`src/rtl/tdc_event_packer.sv`:
```
// Timestamps TDC hits against a free-running coarse counter and packs them into 64-bit words.
// Emits rollover markers, buffers words in a small FIFO and presents them with a done strobe.
module tdc_event_packer #(
    parameter int unsigned COARSE_W  = 40,
    parameter int unsigned FINE_W    = 8,
    parameter int unsigned BUF_DEPTH = 4
) (
    input  logic                         clk,
    input  logic                         reset_n,
    input  logic                         enable,
    input  logic                         clear_stats,
    input  logic                         hit_valid,
    input  logic [3:0]                   hit_ch,
    input  logic [FINE_W-1:0]            hit_fine,
    input  logic                         hold,
    output logic [63:0]                  dout,
    output logic                         done,
    output logic [$clog2(BUF_DEPTH):0]   buf_level,
    output logic [15:0]                  drop_cnt
);

    localparam int unsigned AW = $clog2(BUF_DEPTH);
    localparam int unsigned LW = AW + 1;

    typedef enum logic [1:0] {
        S_IDLE,
        S_EMIT,
        S_GAP
    } state_t;

    state_t              state;
    logic [COARSE_W-1:0] coarse;
    logic [29:0]         roll_cnt;
    logic                marker_pend;
    logic [63:0]         mem [BUF_DEPTH];
    logic [AW-1:0]       wr_ptr;
    logic [AW-1:0]       rd_ptr;

    logic        pop_c;
    logic        hit_acc_c;
    logic        room_c;
    logic        push_hit_c;
    logic        push_mk_c;
    logic        push_c;
    logic        drop_c;
    logic        wrap_c;
    logic [63:0] wdata_c;

    // Push/pop arbitration; a same-cycle pop frees a slot for the incoming word.
    always_comb begin
        pop_c      = (state == S_IDLE) && (buf_level != '0) && !hold;
        hit_acc_c  = hit_valid && enable;
        room_c     = (buf_level != LW'(BUF_DEPTH)) || pop_c;
        push_hit_c = hit_acc_c && room_c;
        drop_c     = hit_acc_c && !room_c;
        push_mk_c  = marker_pend && !hit_acc_c && room_c;
        push_c     = push_hit_c || push_mk_c;
        wrap_c     = &coarse;
        wdata_c    = {2'b10, roll_cnt, 16'd0, drop_cnt};
        if (hit_acc_c) begin
            wdata_c = {2'b01, hit_ch, 10'd0, coarse, hit_fine};
        end
    end

    // Word storage carries no reset; occupancy is tracked by buf_level.
    always_ff @(posedge clk) begin
        if (push_c) begin
            mem[wr_ptr] <= wdata_c;
        end
    end

    always_ff @(posedge clk or negedge reset_n) begin
        if (!reset_n) begin
            wr_ptr    <= '0;
            rd_ptr    <= '0;
            buf_level <= '0;
        end else begin
            if (push_c) begin
                wr_ptr <= wr_ptr + AW'(1);
            end
            if (pop_c) begin
                rd_ptr <= rd_ptr + AW'(1);
            end
            buf_level <= buf_level + LW'(push_c) - LW'(pop_c);
        end
    end

    // Timebase and statistics; clear_stats overrides a same-cycle drop or wrap.
    always_ff @(posedge clk or negedge reset_n) begin
        if (!reset_n) begin
            coarse      <= '0;
            roll_cnt    <= '0;
            marker_pend <= 1'b0;
            drop_cnt    <= '0;
        end else begin
            coarse <= coarse + COARSE_W'(1);
            if (push_mk_c) begin
                marker_pend <= 1'b0;
            end
            if (wrap_c) begin
                marker_pend <= 1'b1;
            end
            if (clear_stats) begin
                roll_cnt <= '0;
                drop_cnt <= '0;
            end else begin
                if (wrap_c) begin
                    roll_cnt <= roll_cnt + 30'd1;
                end
                if (drop_c && (drop_cnt != 16'hFFFF)) begin
                    drop_cnt <= drop_cnt + 16'd1;
                end
            end
        end
    end

    // Output sequencer: one word per three cycles, hold only gates a new pop.
    always_ff @(posedge clk or negedge reset_n) begin
        if (!reset_n) begin
            state <= S_IDLE;
            dout  <= '0;
            done  <= 1'b0;
        end else begin
            done <= 1'b0;
            case (state)
                S_IDLE: begin
                    if (pop_c) begin
                        dout  <= mem[rd_ptr];
                        done  <= 1'b1;
                        state <= S_EMIT;
                    end
                end
                S_EMIT:  state <= S_GAP;
                S_GAP:   state <= S_IDLE;
                default: state <= S_IDLE;
            endcase
        end
    end

endmodule

```
`config.mk`:
```
export PLATFORM = sky130hd
export DESIGN_NAME = tdc_event_packer
export DESIGN_NICKNAME = d
export VERILOG_FILES = /design/src/rtl/tdc_event_packer.sv
export SDC_FILE = /design/constraint.sdc
export NUM_CORES = 1
export LEC_CHECK = 0
export BUFFER_PORTS_ARGS = -buffer_cell sky130_fd_sc_hd__buf_2
export CAP_MARGIN = 25
export CORE_MARGIN = 4
export CORE_UTILIZATION = 45
export DETAILED_ROUTE_END_ITERATION = 12
export GPL_TIMING_DRIVEN = 0
export PLACE_DENSITY = 0.67
export RECOVER_POWER = 50
export SLEW_MARGIN = 20
export SYNTH_ARGS = -nofsm -noshare
export SYNTH_HDL_FRONTEND = slang
export SYNTH_SLANG_ARGS = --single-unit
```
`constraint.sdc`:
```
create_clock -name clk -period 3.1 [get_ports clk]
set_clock_uncertainty 0.2 [all_clocks]
set_input_delay 0.62 -clock clk [delete_from_list [all_inputs] [get_ports clk]]
set_output_delay 0.62 -clock clk [all_outputs]
set_load 0.01 [all_outputs]
```
==> summary.txt, run 1 <==
Initial antenna violation count: 0
Slew @ Worst Pin: 1.87 ns
CP Data Required Time: 3.31 ns
Reg2reg setup slack: 0.17 ns
Failing checks: max-capacitance violations, max-slew violations
Antenna Nets Post-Route: 0
Post-synth top area cell: edfxtp_1
Synth async-reset ratio: 0.386
Syn_nets: 1039
Clock latency on the worst-skew pair: 0.53 ns
Most frequent cells in the layout: edfxtp_1 (256), dfrtp_1 (161), clkbuf_1 (126), mux2_2 (81), mux4_2 (64)
Mapped Cells: 1011
GRT Overall Usage: 0.174
Multi-input gate area: 0.00499 mm²
Power Density: 806 mW/mm²
Vias per Instance: 5.62
Routed WL per cell: 21.3 µm
Worst Hold Class: flop to flop
DP HPWL: 22900 µm
Yosys Warn Count: 0
Final Max Tran Viols: 79
Vias: 9363
Top Ports: 102
Placed insts: 1584
Worst EP arrival: 3.14 ns
Starting DRT DRC Count: 620
Sequential share of the synthesized area: 0.693
Mapped Area: 0.0169 mm²
Fin util: 0.530
Synth Register Bits: 417
Final setup violation count: 0
EDFF count, synth: 256
Nets: 1192
Clock Sinks: 417
Avg Synthesized Cell Area: 16.7 µm²
Largest net degree at the start of global routing: 84
# port buffers: 100
Synth top area cells: edfxtp_1 (45%), dfrtp_1 (24%), mux4_2 (8.5%)
Final GP Congestion: 0.813
Commonest non-fill, non-tap cell in the layout: edfxtp_1
CTS max path bufs: 3
CTS tree: yes
Status: finished with violations
Total routed wirelength: 35400 µm
Die ar.: 0.0407 mm²
Root Buffer Master: clkbuf_16
DRT Pass-1 Iters: 4
Clock transition at path regs: 0.06 ns
Share of layout cells above drive strength 1: 0.209
Die width: 202 µm
R2r startpoint: rd_ptr[0]
Number of global-route vias before repair: 9678
Top-area cell type share of the netlist area: 0.455
Fillers: 3000
DRC viols: 0
Grt ovf: 0
Global-route wire length before repair: 56500 µm
Setup CP Type: flop to flop
Fin cells: 1665
Std-Cell Rows: 70
Area delta synth->final: 15.5%
Period utilization: 0.944
Placed cell area: 0.0181 mm²
Diodes inserted: 0
Max Freq: 342 MHz
H-tree depth: 2
Startpoint types: flop
Total power: 15.7 mW
Crit-path max FO: 12
Peak VDD IR: 0.367 mV
Netlist cell types: 46
CTS buffer count: 43
Crit. End Element: flop
Critical Path Source: rd_ptr[0]
Ys flop type: edfxtp_1
Die Span Y: 202 µm
Hold wc startpoint: state[1]
RSZ-0062 raised after global routing: false
Pleak: 7.21 nW
Core ar.: 0.0368 mm²
Register Area: 0.0117 mm²
Relative slew margins: -0.246
Final hold viol count: 0
Final Critical Period: 2.93 ns
Max_cap viols: 1
Final instance area: 0.0195 mm²
Starting Density: 0.459
-- worst max-delay path, stage by stage (launching register included) --
cell	delay, ns
dfrtp_1	0.85
clkdlybuf4s15_1	0.81
mux4_2	0.65
mux2_2	0.29
-- registers in the layout, summed over array words and instances, names as in the netlist --
name and count:
buf_level 3, coarse 40, done 1, dout 64, drop_cnt 16, marker_pend 1
mem 256, rd_ptr 2, roll_cnt 30, state 2, wr_ptr 2
-- what timing repair did --
| action | 4_1_cts | 5_1_grt |
|---|---|---|
| endpoints found under the setup margin | 41 | 2 |
| hold buffers | 1 | 0 |
| pin swaps | 1 | 1 |
| gates resized for setup | 7 | 2 |
| hold endpoints to repair | 78 | 0 |
| setup buffers | 0 | 1 |
| cloned | 0 | 0 |
-- synthesized netlist by cell type, types with 2 or more instances --
master,count
edfxtp_1,256
buf_6,2
mux4_2,64
o41ai_1,6
or4b_1,3
nand2_1,42
and4_1,9
and3_1,23
o21ai_0,14
ha_1,9
and2_1,15
nor3_1,8
nor2_1,35
nor4_1,10
or3_1,10
xnor2_1,43
nand3_1,27
dfrtp_1,161
clkbuf_1,28
xor2_1,15
nand4_1,29
mux2_2,98
nor3b_1,3
a21oi_1,30
or4_1,16
o31ai_1,13
or2_2,2
buf_1,13
nor4b_1,2
inv_1,9
-- cells by family (layout without fill, tap and decap cells) --
family                   count (synthesis)  count (layout)  share of synthesized area
AO/OA/AOI/OAI                           64              64                     0.0224
adder cells (fa/ha/maj)                 10              10                    0.00785
flip-flops                             417             417                      0.693
AND/OR/NAND/NOR                        244             244                     0.0820
buffers and inverters                   55             241                     0.0132
multiplexers                           163             163                      0.151
XOR/XNOR                                58              58                     0.0301
-- worst paths after layout --
kind	endpoint	cells after the start
min in group asynchronous	dout[7]	2
setup / recovery	dout[50]	3
setup reg to reg	dout[50]	3
hold / removal	state[1]	1
max in group asynchronous	coarse[16]	3
hold reg to reg	state[1]	1
-- metal layers --
metal,GRT usage,vias to the layer above,part of all wire
li1,-,4241,-
met1,0.244,4877,0.44
met2,0.293,195,0.49
met3,0.0302,50,0.047
met4,0.0352,0,0.017
met5,0,-,0
-- layout make-up --
type,instances,share of cell area
Buffer,43,0.0107
Clock buffer,61,0.0623
Clock inverter,17,0.00975
Inverter,11,0.00212
Multi-Input combinational cell,539,0.256
Sequential cell,417,0.601
Tap cell,468,0.0300
Timing Repair Buffer,109,0.0289
-- through the flow --
| step | hold WS (ns) | setup WS, ns | TNS (ns) |
|---|---|---|---|
| 2_1_floorplan | 0.124 | 0.0807 | 0 |
| 3_3_place_gp | 0.211 | -1.58 | -495.69 |
| 3_5_place_dp | 0.222 | -0.944 | -30.02 |
| 4_1_cts | 0.235 | 0.0212 | 0 |
| 5_1_grt | 0.246 | 0.0137 | 0 |
| 6_report | 0.234 | 0.174 | 0 |
-- power breakdown --
| group | internal (mW) | leakage, nW | switching (mW) |
|---|---|---|---|
| sequential | 6.70 | 4.60 | 0.366 |
| combinational | 1.70 | 1.93 | 1.84 |
| clock | 3.07 | 0.684 | 2.05 |
| total | 11.5 | 7.21 | 4.26 |
(Power assumes the default switching activity.)
==> inputs of run 2 (changes only) <==
- BUFFER_PORTS_ARGS: -buffer_cell sky130_fd_sc_hd__buf_2 -> -buffer_cell sky130_fd_sc_hd__buf_4
- PLACE_DENSITY: 0.67 -> 0.62
==> summary.txt, run 2 (synthesis results as in run 1) <==
Status: finished with violations
Failing checks: max-capacitance violations, max-slew violations
H-tree depth: 2
Relative slew margins: -0.273
CTS tree: yes
Slew @ Worst Pin: 1.91 ns
Share of layout cells above drive strength 1: 0.208
Total power: 15.5 mW
Global-route wire length before repair: 56500 µm
Starting DRT DRC Count: 461
Pleak: 7.20 nW
Final setup violation count: 0
Fin cells: 1668
Commonest non-fill, non-tap cell in the layout: edfxtp_1
DRT Pass-1 Iters: 4
Crit. End Element: flop
Period utilization: 0.957
Power Density: 796 mW/mm²
Starting Density: 0.459
Largest registers: mem: 256 flops, dout: 64 flops, coarse: 40 flops
DP HPWL: 22900 µm
Final Max Tran Viols: 78
Crit-path max FO: 10
Placed insts: 1584
Final Critical Period: 2.97 ns
Clock Sinks: 417
Setup CP Type: primary input to flop
Peak VDD IR: 0.393 mV
Biggest register: mem
DRC viols: 0
Die Span Y: 202 µm
Nets: 1193
Die width: 202 µm
Max_cap viols: 1
Area delta synth->final: 15.4%
# port buffers: 100
Max reg flops: 256
Top Ports: 102
Clock transition at path regs: 0.06 ns
Diodes inserted: 0
Vias: 9319
Std-Cell Rows: 70
Initial antenna violation count: 0
Number of global-route vias before repair: 9643
Grt ovf: 0
Final GP Congestion: 0.820
Clock latency on the worst-skew pair: 0.54 ns
Startpoint types: primary input
CTS buffer count: 43
Max Freq: 337 MHz
GRT Overall Usage: 0.175
Vias per Instance: 5.59
CTS max path bufs: 3
Routed WL per cell: 21.1 µm
Antenna Nets Post-Route: 0
Total routed wirelength: 35200 µm
Largest net degree at the start of global routing: 85
Worst Hold Class: flop to flop
RSZ-0062 raised after global routing: false
Most frequent cells in the layout: edfxtp_1 (256), dfrtp_1 (161), clkbuf_1 (128), mux2_2 (80), mux4_2 (64)
Die ar.: 0.0407 mm²
Worst EP arrival: 3.03 ns
CP Data Required Time: 3.17 ns
Final hold viol count: 0
Core ar.: 0.0368 mm²
Root Buffer Master: clkbuf_16
==> run 2: changes by cell type in the layout (fill, tap and decap cells not counted), sizes merged <==
cell,change
buf,-1
bufinv,-3
clkbuf,+7
clkdlybuf4s15,+1
clkinvlp,-2
inv,+1
==> run 2: area by class of cell <==
cell class,count,area (µm²)
fill,3041,17300
inverter,11,41.3
multi-input combinational,539,4980
buffer,43,209
clock inverter,13,98.8
tap,468,586
timing repair buffer,110,592
clock buffer,67,1280
sequential,417,11700
==> run 2: worst paths after layout <==
| path | from | end | slack [ns] | cells past startpoint |
|---|---|---|---|---|
| max | enable | mem[0][5] | 0.13 | 6 |
| min | state[1] | state[1] | 0.22 | 1 |
| max reg2reg | coarse[0] | roll_cnt[15] | 0.21 | 7 |
| min reg2reg | state[1] | state[1] | 0.22 | 1 |
| max in group asynchronous | reset_n | roll_cnt[12] | 0.41 | 3 |
| min in group asynchronous | reset_n | dout[9] | 1.00 | 2 |
==> run 2: where the power goes <==
group,internal (mW),switching [mW]
Sequential,6.70,0.346
Combinational,1.69,1.82
Clock,2.92,2.05
Total,11.3,4.22
==> run 2: metrics by stage <==
step | hold slack, ns | area [µm²] | setup WS [ns] | TNS (ns) | util
2_1_floorplan | 0.124 | 16900 | 0.0807 | 0 | -
3_3_place_gp | 0.210 | 18200 | -0.926 | -247.42 | 0.496
3_5_place_dp | 0.213 | 18400 | -0.920 | -42.06 | 0.500
4_1_cts | 0.228 | 19800 | 0.0108 | 0 | 0.538
5_1_grt | 0.233 | 19500 | 0.00208 | 0 | 0.530
6_report | 0.218 | 19500 | 0.132 | 0 | 0.530
==> run 2: what timing repair did <==
item,4_1_cts,5_1_grt
buffers inserted,0,2
hold buffers,1,0
endpoints found under the hold margin,77,0
pin swaps,0,1
gates resized for setup,8,2
setup endpoints to repair,41,1
==> run 2: worst max-delay path, cell delays in order <==
cell      delay, ns
clkbuf_1       0.20
nand2_1        0.40
inv_2          0.36
clkbuf_1       0.50
clkbuf_1       0.50
mux2_2         0.44
==> run 2: per-layer routing <==
layer / GRT usage / routed length (µm) / part of all wire / vias to the layer above
met3: 0.0335 / 1570 / 0.045 / 49
met5: 0 / 0 / 0 / -
met2: 0.286 / 17200 / 0.49 / 195
li1: - / - / - / 4253
met1: 0.247 / 15700 / 0.45 / 4822
met4: 0.0405 / 645 / 0.018 / 0
